## config.mk

```make
export PLATFORM = sky130hd
export DESIGN_NAME = board_cell_writer
export DESIGN_NICKNAME = d
export VERILOG_FILES = /design/src/rtl/board_cell_writer_pkg.sv /design/src/rtl/board_cell_writer_cell_wr_decoder.sv /design/src/rtl/board_cell_writer.sv
export SDC_FILE = /design/constraint.sdc
export NUM_CORES = 1
export LEC_CHECK = 0
export ABC_CLOCK_PERIOD_IN_PS = 3300
export BUFFER_PORTS_ARGS = -buffer_cell sky130_fd_sc_hd__buf_2
export CORE_ASPECT_RATIO = 1.4
export CORE_MARGIN = 10
export CORE_UTILIZATION = 60
export CTS_BUF_LIST = sky130_fd_sc_hd__clkbuf_4 sky130_fd_sc_hd__clkbuf_8 sky130_fd_sc_hd__clkbuf_16
export DETAILED_ROUTE_END_ITERATION = 8
export PLACE_DENSITY = 0.94
export SYNTH_ARGS = -nofsm -noshare
export SYNTH_HDL_FRONTEND = slang
export SYNTH_SLANG_ARGS = --single-unit
```

## constraint.sdc

```tcl
create_clock -name clk -period 3.3 [get_ports clk]
set_input_delay 0.825 -clock clk [delete_from_list [all_inputs] [get_ports clk]]
set_output_delay 0.825 -clock clk [all_outputs]
set_load 0.1 [all_outputs]
```

## src/rtl/board_cell_writer_pkg.sv

```systemverilog
// Shared TicTacToe board encodings: marks, write error codes, writer FSM states.
package board_cell_writer_pkg;

  localparam int CELLS_DEF = 9;
  localparam int IDX_W     = 4;

  localparam logic [1:0] MARK_EMPTY = 2'b00;
  localparam logic [1:0] MARK_X     = 2'b01;
  localparam logic [1:0] MARK_O     = 2'b10;

  localparam logic [1:0] ERR_OK   = 2'b00;
  localparam logic [1:0] ERR_OCC  = 2'b01;
  localparam logic [1:0] ERR_IDX  = 2'b10;
  localparam logic [1:0] ERR_MARK = 2'b11;

  typedef enum logic [1:0] {
    ST_IDLE  = 2'd0,
    ST_WRITE = 2'd1,
    ST_CLEAR = 2'd2
  } wr_state_e;

endpackage

```

## src/rtl/board_cell_writer_cell_wr_decoder.sv

```systemverilog
// Index + enable to one-hot cell write strobe; out-of-range indices give all zeros.
// Purely combinational, no backpressure.
module cell_wr_decoder
  import board_cell_writer_pkg::*;
#(
  parameter int CELLS = CELLS_DEF
) (
  input  logic             en_i,
  input  logic [IDX_W-1:0] idx_i,
  output logic [CELLS-1:0] strb_o
);

  always_comb begin
    strb_o = '0;
    for (int i = 0; i < CELLS; i++) begin
      if (en_i && (idx_i == IDX_W'(i))) strb_o[i] = 1'b1;
    end
  end

endmodule

```

## src/rtl/board_cell_writer.sv

```systemverilog
// Board store write side: validated cell writes (result 2 cycles after handshake) and a
// one-cell-per-cycle clear sweep; wr_ready drops while busy or while clr is requested.
module board_cell_writer
  import board_cell_writer_pkg::*;
#(
  parameter int N     = 2,
  parameter int CELLS = CELLS_DEF
) (
  input  logic               clk,
  input  logic               reset_n,
  input  logic               wr_valid,
  output logic               wr_ready,
  input  logic [IDX_W-1:0]   wr_idx,
  input  logic [N-1:0]       wr_mark,
  output logic               wr_done,
  output logic [1:0]         wr_err,
  input  logic               clr,
  output logic               clr_done,
  output logic [N*CELLS-1:0] board,
  output logic [3:0]         move_cnt,
  output logic               full
);

  wr_state_e          state_q, state_d;
  logic [N*CELLS-1:0] board_q, board_d;
  logic [3:0]         cnt_q, cnt_d;
  logic [IDX_W-1:0]   ptr_q, ptr_d;
  logic [IDX_W-1:0]   idx_q, idx_d;
  logic [N-1:0]       mark_q, mark_d;
  logic               done_q, done_d;
  logic [1:0]         err_q, err_d;
  logic               clr_done_q, clr_done_d;

  logic [N-1:0]       tgt;
  logic               idx_bad, mark_bad, occupied, wr_ok;
  logic               dec_en;
  logic [IDX_W-1:0]   dec_idx;
  logic [CELLS-1:0]   strb;
  logic [N-1:0]       cell_dat;

  // Current content of the latched target cell; stays empty for out-of-range indices.
  always_comb begin
    tgt = '0;
    for (int i = 0; i < CELLS; i++) begin
      if (idx_q == IDX_W'(i)) tgt = board_q[N*i +: N];
    end
  end

  assign idx_bad  = (idx_q >= IDX_W'(CELLS));
  assign mark_bad = (mark_q == '0) || (mark_q == '1);
  assign occupied = (tgt != '0);
  assign wr_ok    = !idx_bad && !mark_bad && !occupied;

  assign dec_en   = ((state_q == ST_WRITE) && wr_ok) || (state_q == ST_CLEAR);
  assign dec_idx  = (state_q == ST_CLEAR) ? ptr_q : idx_q;
  assign cell_dat = (state_q == ST_CLEAR) ? '0 : mark_q;

  cell_wr_decoder #(.CELLS(CELLS)) u_dec (
    .en_i   (dec_en),
    .idx_i  (dec_idx),
    .strb_o (strb)
  );

  always_comb begin
    board_d = board_q;
    for (int i = 0; i < CELLS; i++) begin
      if (strb[i]) board_d[N*i +: N] = cell_dat;
    end
  end

  always_comb begin
    state_d    = state_q;
    cnt_d      = cnt_q;
    ptr_d      = ptr_q;
    idx_d      = idx_q;
    mark_d     = mark_q;
    done_d     = 1'b0;
    err_d      = err_q;
    clr_done_d = 1'b0;
    case (state_q)
      ST_IDLE: begin
        if (clr) begin
          state_d = ST_CLEAR;
          ptr_d   = '0;
        end else if (wr_valid) begin
          idx_d   = wr_idx;
          mark_d  = wr_mark;
          state_d = ST_WRITE;
        end
      end
      ST_WRITE: begin
        done_d  = 1'b1;
        state_d = ST_IDLE;
        if (idx_bad)       err_d = ERR_IDX;
        else if (mark_bad) err_d = ERR_MARK;
        else if (occupied) err_d = ERR_OCC;
        else begin
          err_d = ERR_OK;
          cnt_d = cnt_q + 4'd1;
        end
      end
      ST_CLEAR: begin
        if (ptr_q == IDX_W'(CELLS - 1)) begin
          ptr_d      = '0;
          cnt_d      = '0;
          clr_done_d = 1'b1;
          state_d    = ST_IDLE;
        end else begin
          ptr_d = ptr_q + 1'b1;
        end
      end
      default: state_d = ST_IDLE;
    endcase
  end

  always_ff @(posedge clk or negedge reset_n) begin
    if (!reset_n) begin
      state_q    <= ST_IDLE;
      board_q    <= '0;
      cnt_q      <= '0;
      ptr_q      <= '0;
      idx_q      <= '0;
      mark_q     <= '0;
      done_q     <= 1'b0;
      err_q      <= ERR_OK;
      clr_done_q <= 1'b0;
    end else begin
      state_q    <= state_d;
      board_q    <= board_d;
      cnt_q      <= cnt_d;
      ptr_q      <= ptr_d;
      idx_q      <= idx_d;
      mark_q     <= mark_d;
      done_q     <= done_d;
      err_q      <= err_d;
      clr_done_q <= clr_done_d;
    end
  end

  assign wr_ready = (state_q == ST_IDLE) && !clr;
  assign wr_done  = done_q;
  assign wr_err   = err_q;
  assign clr_done = clr_done_q;
  assign board    = board_q;
  assign move_cnt = cnt_q;
  assign full     = (cnt_q == 4'(CELLS));

endmodule

```

Word-level counts from Yosys, hierarchy flattened --
Cells that the tools add are included.
Word-level totals: flip-flop bits (word level) 38, bits in latches 0, memory bits (writable) 0, memory bits (read-only) 0, bits of input ports 10, output and inout bits 28, logic and storage cells 116, memories kept 0
Cells by class: add/sub/neg operators 2, multipliers 0, div/mod/pow operators 0, magnitude comparators 1, equal/unequal tests 27, shifts and indexed selects 0, multiplexer cells 38, bitwise gates (word level) 1, reduce and logical (&&, ||, !) cells 30
Operators with widths (count):
- equality test 4 x 3 -> 1 bit, second input constant | 8
- 2-to-1 mux 2 bit | 15
- 2-to-1 mux 4 bit | 7
- equality test 4 x 2 -> 1 bit, second input constant | 4
- equality test 4 bit, second input constant | 4
- one-hot mux 4 bit (2 select lines) | 2
- logical AND 1 bit | 13
- 2-to-1 mux 1 bit | 13
- adder 4 x 1 -> 4 bit, second input constant | 2
- equality test 4 x 1 -> 1 bit, second input constant | 2
- logical NOT 4 bit | 2
- != test 2 bit, second input constant | 4
- nonzero test 2 bit | 3
- AND reduction 5 bit | 1
- equality test 2 bit, second input constant | 2
- >= comparator 4 bit, second input constant | 1
- logical NOT 1 bit | 4
- logical NOT 2 bit | 2
- one-hot mux 2 bit (2 select lines) | 1
- AND reduction 2 bit | 2
- != test 3 bit, second input constant | 1
- AND reduction 3 bit | 1
- equality test 2 x 1 -> 1 bit, second input constant | 1
- logical OR 1 bit | 2
- other kinds (2) | 2

Depth between registers and ports, before layout --
depth after elaboration 17, depth in mapped cells 9

By module --
A second synthesis with hierarchy kept.
Unflattened totals: cell total of the unflattened synthesis 164, area, all modules 1833.0 sq um
By module, submodules not included:
- board_cell_writer | instances 1, cells each 149, area an instance 1752.9 sq um
- cell_wr_decoder | instances 1, cells each 15, area an instance 80.1 sq um

Worst setup path after synthesis --
OpenSTA, ideal clock, no wires.
kind input port to flip-flop, start point input clr, end point register idx_q[0], setup time 0.125 ns, arrival time 3.787 ns, setup slack -0.612 ns, stages 4, path through nor3_1 -> and2_1 -> clkbuf_1 -> mux2_2
On the way: word-level cells in the longest chain between the ends 2
Ends and longest elaborated chain:
- from (decl) | RTL line board_cell_writer.sv:17 | input logic clr,
- inverter 1 bit (no line)
- AND reduction 3 bit (no line)
- to (signal assigned) | RTL line board_cell_writer.sv:132 | idx_q <= idx_d;
- to (decl) | RTL line board_cell_writer.sv:28 | logic [IDX_W-1:0] idx_q, idx_d;
No other way between the ends. A chain may end at the register's enable or synchronous reset.

Final worst setup path --
start point register idx_q[0], end point register board_q[3] (netlist: board[3])
On the way: word-level cells in the longest chain between the ends 17, elaborated cells on any way between the ends 30, classes of those cells order compare: 1; eq/ne: 9; mux: 11; reduce/logical: 9
Ends and longest elaborated chain:
- logical NOT 4 bit | RTL line board_cell_writer.sv:45 | if (idx_q == IDX_W'(i)) tgt = board_q[N*i +: N];
- 2-to-1 mux 2 bit (9 in series) | RTL line board_cell_writer.sv:45
- nonzero test 2 bit | RTL line board_cell_writer.sv:51 | assign occupied = (tgt != '0);
- logical NOT 1 bit | RTL line board_cell_writer.sv:52 | assign wr_ok = !idx_bad && !mark_bad && !occupied;
- logical AND 1 bit | RTL line board_cell_writer.sv:52
- logical AND 1 bit | RTL line board_cell_writer.sv:54 | assign dec_en = ((state_q == ST_WRITE) && wr_ok) || (state_q == ST_CLEAR);
- logical OR 1 bit | RTL line board_cell_writer.sv:54
- logical AND 1 bit (*) | RTL line board_cell_writer_cell_wr_decoder.sv:16 | if (en_i && (idx_i == IDX_W'(i))) strb_o[i] = 1'b1;
- 2-to-1 mux 1 bit (*) | RTL line board_cell_writer_cell_wr_decoder.sv:16
- to (signal assigned) | RTL line board_cell_writer.sv:129 | board_q <= board_d;
- to (decl) | RTL line board_cell_writer.sv:25 | logic [N*CELLS-1:0] board_q, board_d;
Every way passes the cells marked *; elsewhere a longest branch is shown, timed or not.

==> impl_metrics.yaml <==
clock_tree:
  cts_buffers: 5
  cts_post_setup_buffers_inserted: 0
  clockRootBuffer: "clkbuf_8"
  largest_buffer_count_on_any_clock_path: 2
  cts_hold_repair.buffers: 0
  clock_insertion_delay_worst_skew_ns: 0.30
  cts_tree: "done"
  ctsResizeCount: 0
  cts.sink_count: 38
  htree_levels: 2
  clk_transition_reported_paths_ns: 0.08
detailed_routing:
  detailed_route_drc_error_count: 0
  wl_met1_mm: 2.19
  routed-wl-met3_um: 424
  num_vias: 2115
  route.final.wire_length_mm: 5.96
  detailedRoute.firstIterationViolations: 166
  count_of_antenna_violating_nets_left_after_detailed_routing: 0
  routed-wl-met2_mm: 3.09
  routed.top_layer: "met4"
  drt_pass1_iterations: 4
  drt-wirelength-per-cell_um: 19.0
  vias_per_cell: 6.74
place:
  detailed_place_hpwl_mm: 4.18
  io_buffers: 37
  gp_routability_congestion: 0.916
  pre_cts_ws_ns: 0.846
die:
  full_die_area_um2: 6690
  rows: 26
  effective_utilization_at_floorplan: 0.624
  num_io_pins: 38
  die_width_um: 72.0
  die_h_um: 92.8
  core_region_area_um2: 3640
sta:
  fmax_mhz: 389
  timing.final.max_slew_violations: 0
  grt_setup_unrepaired: "false"
  relSlewSlack: 0.447
  timing.clock.skew_ns: 0.00583
  worstMarginPinSlew_ns: 0.830
  finalCritPeriodShare: 0.778
  worst_slack_ns: 0.732
  minimum_period_implied_by_the_final_worst_setup_slack_ns: 2.57
  hold_viol_final: 0
  setup_violations: 0
  setup_tns_ns: 0
critical_path:
  worstRegToRegCells: 7
  crit_path_end_kind: "register"
  critical-path-slowest-cell: "dfrtp_1"
  r2r_setup_slack_ns: 0.73
  timing.setup.critical_path_class: "register to register"
  crit_arrival_ns: 2.73
  maximum_cell_stage_delay_along_the_critical_path_ns: 0.58
  critPathRequiredTime_ns: 3.46
  crit_path_start_kind: "register"
  maximum_fanout_encountered_on_the_critical_timing_path: 18
  crit_chain: "or3b_2, a21oi_1, a31oi_1, o21ai_0, buf_4, nand2b_1, o211ai_1"
  worst_r2r_endpoint: "board[3]"
  reg2reg_from: "idx_q[0]"
synth:
  synth_cells: 243
  post_syn_area_um2: 2270
  synth_edf_count: 0
  largest_family_of_logic_cells_by_synthesized_area: "compound AO/OA/AOI/OAI gates"
  post_synth_and_or_nand_nor_area_fraction: 0.216
  biggest_area_consumer_among_synthesized_cells: "dfrtp_1"
  avgSynthCellArea_um2: 9.36
  ys_seq_area_frac: 0.418
  synthDominantCellAreaShare: 0.418
  synth_warnings: 0
  yosys.cell_types.count: 50
  synth-adder-area-share: 0.0220
  share_of_cell_area_taken_by_muxes_after_synthesis: 0.0385
  synth-main-ff-cell: "dfrtp_1"
  post_synth_xor_area_fraction: 0.0116
  synthesis.nets: 257
  yosys-top-cells-area: "dfrtp_1, o221ai_1, o211ai_1"
  asyncSetResetFlopFracSynth: 1.00
  synth.ff_latch_count: 38
  synth_compound_gate_area_share: 0.239
layout:
  drive_gt1_frac: 0.235
  multi_input_gate_area_in_the_final_layout_um2: 1200
  ant_diodes: 0
  mostFrequentLayoutCell: "dfrtp_1"
  nNetsFinal: 285
  filler_cell_count: 284
  areaGrowthSynthToFinish_pct: 11.3
  seq_area_um2: 951
  final_util: 0.694
  mostFrequentLayoutCells: "dfrtp_1, buf_2, nand2_1"
grt:
  grt_start_max_net_pins: 39
  overflow: 0
  grt_use_total: 0.186
  first_pass_grt_wire_length_mm: 10.3
  first_global_vias: 2238
  initial_antenna_violation_count: 0
flow_run:
  cap_viol_max_count: 0
worst_hold_path:
  min_delay_worst_endpoint: "wr_err[1]"
  worst_hold_path_type: "register to register"
  min-delay-start: "wr_err[1]"
  hold-path-cell-count: 1
run_status:
  result_of_the_run: "completed"
-- synthesized netlist by cell type, drive strengths merged (8+ instances only) --
library cell and n:
buf 10, clkbuf 8, dfrtp 38, nand2 28, nand2b 10, nand3 13
nor2 12, nor3 10, o211ai 16, o21ai 11, o221ai 19
-- logic make-up after synthesis --
logic type	Yosys count
AO/OA/AOI/OAI	71
XOR/XNOR	3
adder cells (fa/ha/maj)	4
buffers and inverters	25
flip-flops	38
multiplexers	8
AND/OR/NAND/NOR	94
-- registers in the layout, summed over array words and instances (netlist names) --
name	cells
board	18
state_q	2
wr_err	2
idx_q	4
clr_done	1
ptr_q	4
move_cnt	4
wr_done	1
mark_q	2
-- worst max-delay path, delay by kind of cell (launching register included) --
family	cells	cell delay, ns
AO/OA/AOI/OAI	4	0.72
buffers and inverters	1	0.23
flip-flops	1	0.58
AND/OR/NAND/NOR	2	0.90
-- area by class of cell --
type / count / area share
repair buffers: 39 / 0.0791
clock inverters: 2 / 0.00495
flip-flops and latches: 38 / 0.376
inverters: 7 / 0.0104
well taps: 42 / 0.0208
multi-input cells: 180 / 0.476
clock buffers: 6 / 0.0326
-- stage by stage --
stage          instance area [um^2]  hold slack, ns  cells
3_5_place_dp                   2430           0.479    306
6_report                       2530           0.493    314
3_3_place_gp                   2430           0.469    306
4_1_cts                        2530           0.496    314
5_1_grt                        2530           0.536    314
2_1_floorplan                  2280           0.528    243
-- how the worst max path moves through the flow --
stage	start	endpoint	slack, ns	cells after the start
global placement	idx_q[0]	board[17]	0.90	7
floorplan	clr	idx_q[0]	0.32	4
global route	state_q[1]	board[12]	0.52	6
detailed placement	idx_q[0]	board[17]	0.85	7
finish	idx_q[0]	board[3]	0.73	7
CTS	idx_q[0]	board[3]	0.75	7
-- metal layers --
| metal | up-vias | track usage |
|---|---|---|
| li1 | 969 | - |
| met2 | 101 | 0.320 |
| met4 | 0 | 0.112 |
| met5 | - | 0 |
| met3 | 31 | 0.0524 |
| met1 | 1014 | 0.194 |
Power is not shown: default switching activity piles up to over one toggle a cycle in this logic, so the estimate is an artifact.
